`src/rtl/data_mem_arbiter_pkg.sv`:
```
// Shared types and constants for the data memory arbiter.
// State encoding, requester IDs and default bus widths.
package dmem_arb_pkg;

  localparam int DEF_ADDR_W = 5;
  localparam int DEF_DATA_W = 8;

  typedef enum logic [1:0] {
    IDLE   = 2'd0,
    ACCESS = 2'd1,
    DONE   = 2'd2
  } state_t;

  localparam logic REQ_A = 1'b0;
  localparam logic REQ_B = 1'b1;

endpackage

```
`src/rtl/data_mem_arbiter_if.sv`:
```
// Requester A/B and memory bus bundle for data_mem_arbiter.
// master: requesters + memory side; slave: the arbiter.
interface data_mem_arbiter_if
  import dmem_arb_pkg::*;
#(
  parameter int ADDR_W = DEF_ADDR_W,
  parameter int DATA_W = DEF_DATA_W
);

  logic              a_req;
  logic              a_we;
  logic [ADDR_W-1:0] a_addr;
  logic [DATA_W-1:0] a_wdata;
  logic              a_gnt;
  logic              a_done;
  logic [DATA_W-1:0] a_rdata;

  logic              b_req;
  logic              b_we;
  logic [ADDR_W-1:0] b_addr;
  logic [DATA_W-1:0] b_wdata;
  logic              b_gnt;
  logic              b_done;
  logic [DATA_W-1:0] b_rdata;

  logic              mem_en;
  logic [ADDR_W-1:0] mem_addr;
  logic [DATA_W-1:0] mem_wdata;
  logic [DATA_W-1:0] mem_rdata;
  logic              busy;

  modport master (
    output a_req, a_we, a_addr, a_wdata,
    output b_req, b_we, b_addr, b_wdata,
    output mem_rdata,
    input  a_gnt, a_done, a_rdata,
    input  b_gnt, b_done, b_rdata,
    input  mem_en, mem_addr, mem_wdata, busy
  );

  modport slave (
    input  a_req, a_we, a_addr, a_wdata,
    input  b_req, b_we, b_addr, b_wdata,
    input  mem_rdata,
    output a_gnt, a_done, a_rdata,
    output b_gnt, b_done, b_rdata,
    output mem_en, mem_addr, mem_wdata, busy
  );

endinterface

```
`src/rtl/data_mem_arbiter_rr_arb2.sv`:
```
// Two-way round-robin pick with fixed-priority bypass.
// Ports: req_a/req_b, ptr in; win (ID), ptr_nxt out.
module rr_arb2
  import dmem_arb_pkg::*;
#(
  parameter bit RR_EN = 1'b1
) (
  input  logic req_a,
  input  logic req_b,
  input  logic ptr,
  output logic win,
  output logic ptr_nxt
);

  always_comb begin
    win     = REQ_A;
    ptr_nxt = ptr;
    unique case (1'b1)
      (req_a && req_b): begin
        if (RR_EN) begin
          // holder wins, pointer hands over
          win     = ptr;
          ptr_nxt = ~ptr;
        end else begin
          win = REQ_A;
        end
      end
      (req_a && !req_b): win = REQ_A;
      (!req_a && req_b): win = REQ_B;
      default:           win = REQ_A;
    endcase
  end

endmodule

```
`src/rtl/data_mem_arbiter.sv`:
```
// Two-port arbiter/sequencer for the 32x8 data memory.
// Ports: clock, reset (async, active-low), bus (slave modport).
module data_mem_arbiter
  import dmem_arb_pkg::*;
#(
  parameter int ADDR_W = DEF_ADDR_W,
  parameter int DATA_W = DEF_DATA_W,
  parameter bit RR_EN  = 1'b1
) (
  input logic              clock,
  input logic              reset,
  data_mem_arbiter_if.slave bus
);

  state_t state;
  state_t state_nxt;

  logic              id;
  logic              we_q;
  logic              ptr;
  logic              win;
  logic              ptr_nxt;
  logic              any_req;
  logic              in_acc;
  logic              in_done;
  logic [ADDR_W-1:0] addr_q;
  logic [DATA_W-1:0] wdata_q;
  logic [DATA_W-1:0] a_rd_q;
  logic [DATA_W-1:0] b_rd_q;

  assign any_req = bus.a_req || bus.b_req;

  rr_arb2 #(
    .RR_EN(RR_EN)
  ) u_arb (
    .req_a  (bus.a_req),
    .req_b  (bus.b_req),
    .ptr    (ptr),
    .win    (win),
    .ptr_nxt(ptr_nxt)
  );

  always_ff @(posedge clock or negedge reset) begin
    if (!reset) begin
      state <= IDLE;
    end else begin
      state <= state_nxt;
    end
  end

  always_comb begin
    state_nxt = state;
    unique case (state)
      IDLE:    if (any_req) state_nxt = ACCESS;
      ACCESS:  state_nxt = DONE;
      DONE:    state_nxt = IDLE;
      default: state_nxt = IDLE;
    endcase
  end

  always_ff @(posedge clock or negedge reset) begin
    if (!reset) begin
      id      <= REQ_A;
      we_q    <= 1'b0;
      ptr     <= REQ_A;
      addr_q  <= '0;
      wdata_q <= '0;
      a_rd_q  <= '0;
      b_rd_q  <= '0;
    end else begin
      if (state == IDLE && any_req) begin
        id      <= win;
        ptr     <= ptr_nxt;
        we_q    <= (win == REQ_B) ? bus.b_we : bus.a_we;
        addr_q  <= (win == REQ_B) ? bus.b_addr : bus.a_addr;
        wdata_q <= (win == REQ_B) ? bus.b_wdata : bus.a_wdata;
      end
      // read-before-write: old contents captured at the write edge
      if (state == ACCESS) begin
        if (id == REQ_B) b_rd_q <= bus.mem_rdata;
        else             a_rd_q <= bus.mem_rdata;
      end
    end
  end

  assign in_acc  = (state == ACCESS);
  assign in_done = (state == DONE);

  assign bus.a_gnt     = in_acc && (id == REQ_A);
  assign bus.b_gnt     = in_acc && (id == REQ_B);
  assign bus.a_done    = in_done && (id == REQ_A);
  assign bus.b_done    = in_done && (id == REQ_B);
  assign bus.a_rdata   = a_rd_q;
  assign bus.b_rdata   = b_rd_q;
  assign bus.mem_en    = in_acc && we_q;
  assign bus.mem_addr  = addr_q;
  assign bus.mem_wdata = wdata_q;
  assign bus.busy      = in_acc || in_done;

endmodule

```
`src/flat_wrapper.sv`:
```
// flat-port wrapper written by rule: the top's interface ports become plain ports
module data_mem_arbiter_flat import dmem_arb_pkg::*;
#(
  parameter int ADDR_W = DEF_ADDR_W,
  parameter int DATA_W = DEF_DATA_W,
  parameter bit RR_EN  = 1'b1
)
  (clock, reset, bus_a_req, bus_a_we, bus_a_addr, bus_a_wdata, bus_b_req, bus_b_we, bus_b_addr, bus_b_wdata, bus_mem_rdata, bus_a_gnt, bus_a_done, bus_a_rdata, bus_b_gnt, bus_b_done, bus_b_rdata, bus_mem_en, bus_mem_addr, bus_mem_wdata, bus_busy);
  data_mem_arbiter_if #(.ADDR_W(ADDR_W), .DATA_W(DATA_W)) bus_i ();
  input logic clock;
  input logic reset;
  input wire logic [$bits(bus_i.a_req)-1:0] bus_a_req;
  input wire logic [$bits(bus_i.a_we)-1:0] bus_a_we;
  input wire logic [$bits(bus_i.a_addr)-1:0] bus_a_addr;
  input wire logic [$bits(bus_i.a_wdata)-1:0] bus_a_wdata;
  input wire logic [$bits(bus_i.b_req)-1:0] bus_b_req;
  input wire logic [$bits(bus_i.b_we)-1:0] bus_b_we;
  input wire logic [$bits(bus_i.b_addr)-1:0] bus_b_addr;
  input wire logic [$bits(bus_i.b_wdata)-1:0] bus_b_wdata;
  input wire logic [$bits(bus_i.mem_rdata)-1:0] bus_mem_rdata;
  output wire logic [$bits(bus_i.a_gnt)-1:0] bus_a_gnt;
  output wire logic [$bits(bus_i.a_done)-1:0] bus_a_done;
  output wire logic [$bits(bus_i.a_rdata)-1:0] bus_a_rdata;
  output wire logic [$bits(bus_i.b_gnt)-1:0] bus_b_gnt;
  output wire logic [$bits(bus_i.b_done)-1:0] bus_b_done;
  output wire logic [$bits(bus_i.b_rdata)-1:0] bus_b_rdata;
  output wire logic [$bits(bus_i.mem_en)-1:0] bus_mem_en;
  output wire logic [$bits(bus_i.mem_addr)-1:0] bus_mem_addr;
  output wire logic [$bits(bus_i.mem_wdata)-1:0] bus_mem_wdata;
  output wire logic [$bits(bus_i.busy)-1:0] bus_busy;
  assign bus_i.a_req = bus_a_req;
  assign bus_i.a_we = bus_a_we;
  assign bus_i.a_addr = bus_a_addr;
  assign bus_i.a_wdata = bus_a_wdata;
  assign bus_i.b_req = bus_b_req;
  assign bus_i.b_we = bus_b_we;
  assign bus_i.b_addr = bus_b_addr;
  assign bus_i.b_wdata = bus_b_wdata;
  assign bus_i.mem_rdata = bus_mem_rdata;
  assign bus_a_gnt = bus_i.a_gnt;
  assign bus_a_done = bus_i.a_done;
  assign bus_a_rdata = bus_i.a_rdata;
  assign bus_b_gnt = bus_i.b_gnt;
  assign bus_b_done = bus_i.b_done;
  assign bus_b_rdata = bus_i.b_rdata;
  assign bus_mem_en = bus_i.mem_en;
  assign bus_mem_addr = bus_i.mem_addr;
  assign bus_mem_wdata = bus_i.mem_wdata;
  assign bus_busy = bus_i.busy;
  data_mem_arbiter #(.ADDR_W(ADDR_W), .DATA_W(DATA_W), .RR_EN(RR_EN)) u_core (.clock(clock), .reset(reset), .bus(bus_i));
endmodule
```
`config.mk`:
```
export PLATFORM = sky130hd
export DESIGN_NAME = data_mem_arbiter_flat
export DESIGN_NICKNAME = d
export VERILOG_FILES = /design/src/rtl/data_mem_arbiter_pkg.sv /design/src/rtl/data_mem_arbiter_if.sv /design/src/rtl/data_mem_arbiter_rr_arb2.sv /design/src/rtl/data_mem_arbiter.sv /design/src/flat_wrapper.sv
export SDC_FILE = /design/constraint.sdc
export NUM_CORES = 1
export LEC_CHECK = 0
export ABC_AREA = 0
export CAP_MARGIN = 0
export CORE_UTILIZATION = 30
export CTS_BUF_LIST = sky130_fd_sc_hd__clkbuf_8
export CTS_CLUSTER_SIZE = 16
export DETAILED_ROUTE_END_ITERATION = 12
export DONT_BUFFER_PORTS = 1
export GPL_ROUTABILITY_DRIVEN = 0
export PLACE_DENSITY = 0.41
export SYNTH_ARGS = -nofsm -noshare
export SYNTH_HDL_FRONTEND = slang
export SYNTH_SLANG_ARGS = --single-unit
```
`constraint.sdc`:
```
create_clock -name clock -period 1.8 [get_ports clock]
set_clock_uncertainty 0.1 [all_clocks]
set_input_delay 0.36 -clock clock [delete_from_list [all_inputs] [get_ports clock]]
set_output_delay 0.36 -clock clock [all_outputs]
set_load 0.03 [all_outputs]
```
[Word-level counts from Yosys, hierarchy flattened]
Cells that the tools add are included.
Operators by class
  eq/ne operators: 3
  reduce and logical (&&, ||, !) cells: 15
  bitwise gates (word level): 2
  muxes and demuxes: 6
Operators with widths (count)
  $logic_and 1x1->1: 8
  $mux 8: 1
  $reduce_and 2->1: 3
  $mux 5: 1
  $pmux 2 s2: 1
  $eq 2x1->1 const B: 1
  $eq 2x2->1 const B: 1
  $logic_not 2->1: 1
  $logic_or 1x1->1: 2
  $mux 2: 1
  $ne 2x1->1 const B: 1
  $not 1->1: 2
  $pmux 1 s2: 1
  $logic_not 1->1: 1
  $mux 1: 1
Word-level totals
  flip-flop bits (word level): 34
  logic and storage cells: 34
  output and inout bits: 35
  bits of input ports: 40

[Longest topological paths before layout]
  word-level depth: 4
  gate-level depth with buffers: 6
  depth with buffers taken out: 5

[By module]
From an unflattened synthesis, not the netlist that was laid out.
Second synthesis, totals
  cell total of the unflattened synthesis: 106
  area, all modules: 1621.6 um2
Modules (own cells, without submodules)
  data_mem_arbiter: area each 1591.5 um2, cells an instance 102, sequential area each 850.8 um2, times used 1
  rr_arb2: area each 30.0 um2, cells an instance 4, sequential area each 0.0 um2, times used 1

[Worst setup path after synthesis]
OpenSTA, ideal clock, no wires.
  kind: reg2out
  from: reg u_core.state[1]
  to: out bus_b_gnt
  cell stages (with the launch flop): 5
  data arrival time: 1087 ps
  required time: 1340 ps
  buffers on the path: 0
  slack: 253 ps
  path through: dfrtp_1 -> inv_1 -> ha_1 -> nand2_1 -> inv_1
Between the ends
  longest elaborated chain between the ends: 2
Ends and longest elaborated chain
  from (decl): line data_mem_arbiter.sv:15  | state_t state;
  from (signal assigned): line data_mem_arbiter.sv:47  | state <= state_nxt;
  $eq 2x1->1: line data_mem_arbiter.sv:86  | assign in_acc = (state == ACCESS);
  $logic_and 1x1->1: line data_mem_arbiter.sv:90  | assign bus.b_gnt = in_acc && (id == REQ_B);
  to (decl): line flat_wrapper.sv:24  | output wire logic [$bits(bus_i.b_gnt)-1:0] bus_b_gnt;
Every way passes these cells.

[Worst setup path after layout]
  from: reg u_core.state[1]
  to: out bus_a_gnt
Between the ends
  longest elaborated chain between the ends: 2
Ends and longest elaborated chain
  $eq 2x1->1: line data_mem_arbiter.sv:86
  $logic_and 1x1->1: line data_mem_arbiter.sv:89  | assign bus.a_gnt = in_acc && (id == REQ_A);
  to (decl): line flat_wrapper.sv:21  | output wire logic [$bits(bus_i.a_gnt)-1:0] bus_a_gnt;
Every way passes these cells.

==> summary.txt <==
Routing
  • WL final: 3.426 mm
  • Initial DRC count: 9
  • Vias: 1071
  • Drt wl/cell: 16.08 um
  • Vias per cell: 5.028
  • TritonRoute pass-1 iters: 4
  • Post-route ant nets: 0
  • DRC: 0

Die
  • Die Span Y: 73.89 um
  • Die area: 5459 um2
  • Top Ports: 75
  • Initial Util: 31.97%
  • Die width: 73.89 um
  • Core Region: 4848 um2
  • Rows: 25

Clock tree
  • CTS tree: built
  • Clock sink count: 34
  • Post-CTS Repair Setup Buffers: 0
  • CTS Buf Count: 5
  • H-Tree Depth: 2
  • Clk_lat worst skew: 280 ps
  • Root Driver: clkbuf_8
  • Clock Path Buffers: 2
  • Clock Pin Slew Worst Setup and Hold Paths: 70 ps

Timing
  • Hold_ws: 128.0 ps
  • Fin crit share: 97.86%
  • Final setup TNS: 0 ps
  • Post-route minimum period: 1761 ps
  • Least-Margin Pin Slew: 375.5 ps
  • Final setup fails: 0
  • RSZ-0062 raised after global routing: yes
  • Final Hold Viols: 0
  • FMAX: 567.7 MHz
  • Rel. slew slack: 74.94%
  • Max Slew Vio Count: 0
  • Final setup margin: 38.54 ps

Yosys
  • FF+latch count, synth: 34
  • Sequential-to-total area share from yosys stat: 54.88%
  • Synth cell types: 22
  • Asr flop ratio synth: 100.0%
  • Area leader, netlist: dfrtp_1
  • EDFF count, synth: 0
  • Top cells by count, synth: 34 x dfrtp_1, 17 x mux2_2, 16 x nand3_1, 15 x nor2_1, 14 x a31oi_1
  • Mapped Nets: 184
  • Area share of the largest cell type after synthesis: 54.88%
  • Average cell area after synthesis: 11.07 um2
  • Count leader, synth: dfrtp_1
  • Yosys warns: 0
  • Synth top area cells: dfrtp_1 55%, mux2_2 12%, a31oi_1 5.6%
  • Mapped Area: 1550 um2
  • Primary FF master, synth: dfrtp_1
  • Post-Syn Instances: 140

Setup path
  • Reg2Reg Setup Slack: 230 ps
  • CP Capture Type: primary output
  • Kind of critical path: reg2out
  • Worst Path Max Fanout: 5
  • FF-to-FF Start: u_core.state[1]
  • WP data arrival: 1300 ps
  • R2R Path End: u_core.bus.a_rdata[0]
  • Startpoint Class: flip-flop
  • Req. time, crit path: 1340 ps
  • R2R depth: 5

Cells and area
  • Final non-filler cell total: 213
  • Diode count: 0
  • Area Growth Syn to Fin: 13.16%
  • Final nets: 189
  • Fraction of layout cells with a size suffix above 1: 26.03%

Global routing
  • Grt met2 use: 20.90%
  • Met1 Usage GRT: 15.55%
  • First-pass GRT wire length: 5.140 mm
  • Met3 GRT Util: 5.487%
  • GRT Overall Usage: 13.16%
  • Initial antenna violation count: 0
  • Vias in the first global route: 1066
  • Largest net degree at the start of global routing: 35
  • Gr ovfl total: 0
  • Most Used Layer, Global Route: met2

Pwr
  • Fraction of power spent switching nets: 47.82%
  • VDD IR max: 0.7056 mV
  • Leakage: 0.0007320 uW
  • Logic gate share of total power: 30.5%
  • Pint: 1993 uW
  • Pwr per Cell Area: 2177 nW/um2
  • Sequential share of power: 55.0%
  • Net Switching: 1826 uW
  • Clk pwr share: 14.6%

Worst hold path
  • Hold Crit Class: in2reg
  • WHS Path Cells: 1
  • Critical hold path startpoint: bus_mem_rdata[6]
  • Sink of the worst hold path: u_core.bus.b_rdata[6]

Placed design
  • Dpl ws: 131.9 ps
  • PortBufs: 0
  • Placed insts: 203
  • Hpwl dp: 2.432 mm

Status
  • Status: finished, final reports clean

Job
  • Max_cap viols: 0
[metrics by stage]
step,area (um2),power (uW),util [%]
final,1754,3819,36.18
after global routing,1754,4074,36.18
after CTS,1743,3858,35.95
after detailed placement,1615,3245,33.32
after global placement,1615,3205,33.32
after floorplan,1550,2985,-
[cell type report]
type / instances / area [um2]
multi-input cells: 92 / 628.1
well taps: 67 / 83.83
flip-flops and latches: 34 / 850.8
fillers: 466 / 3094
repair buffers: 6 / 72.57
clock buffers: 6 / 82.58
inverters: 6 / 27.53
clock inverters: 2 / 8.758
[cell families after synthesis]
logic type,after synthesis,share of synthesized area (%)
DFF,34,54.88
AOI/OAI and AO/OA,31,11.46
adders and majority gates,4,3.229
xor gates and xnor gates,1,0.5651
muxes,17,12.35
and+or+nand+nor,39,12.11
buffers and inverters,14,5.407
[cells in the final DEF, fill, tap and decap left out, types with 2 or more instances in the layout]
master,synthesis,final
and2_2,0,2
o21ai_1,4,4
nor2_1,15,15
a31oi_1,14,14
buf_4,1,3
inv_1,6,5
ha_1,4,3
dfrtp_1,34,34
inv_4,0,2
mux2_2,17,17
nand3_1,16,16
buf_12,0,2
clkbuf_8,0,6
o21ai_0,11,11
[timing repair]
action	CTS	global route
endpoints found under the setup margin	3	5
hold endpoints to repair	34	0
gates resized for setup	5	4
hold buffers	2	0
[critical path, stage by stage, from the launching register on]
cell     delay, ps
dfrtp_1        390
inv_1          120
ha_2           240
nand2_2        140
inv_4          130
[flip-flops by register name, summed over array words and instances, names as in the netlist]
signal                flops
u_core.state              2
u_core.bus.b_rdata        8
u_core.bus.a_rdata        8
u_core.id                 1
u_core.bus.mem_addr       5
u_core.bus.mem_wdata      8
u_core.ptr                1
u_core.we_q               1
[worst max-delay path by stage]
stage / cells past startpoint / slack (ps) / endpoint / from
final: 4 / 40 / bus_a_gnt / u_core.state[1]
after global routing: 4 / -40 / bus_a_gnt / u_core.state[1]
after CTS: 4 / 6 / bus_a_gnt / u_core.state[1]
after detailed placement: 5 / 130 / u_core.bus.b_rdata[0] / u_core.state[1]
after global placement: 4 / 210 / bus_b_gnt / u_core.state[1]
after floorplan: 4 / 250 / bus_b_gnt / u_core.state[1]
[power by group through the flow]
stage | registers [uW] | clock network [uW] | logic [uW]
finish | 2100 | 556 | 1160
global route | 2160 | 627 | 1290
CTS | 2100 | 590 | 1160
detailed placement | 2120 | 0 | 1130
global placement | 2110 | 0 | 1100
floorplan | 2020 | 0 | 961
[per-layer routing]
layer	part of all wire, %	vias up
met5	0	-
met4	1.6	0
met3	9.9	7
met2	46	59
li1	-	497
met1	42	508
Power figures use the tool's default switching activity.
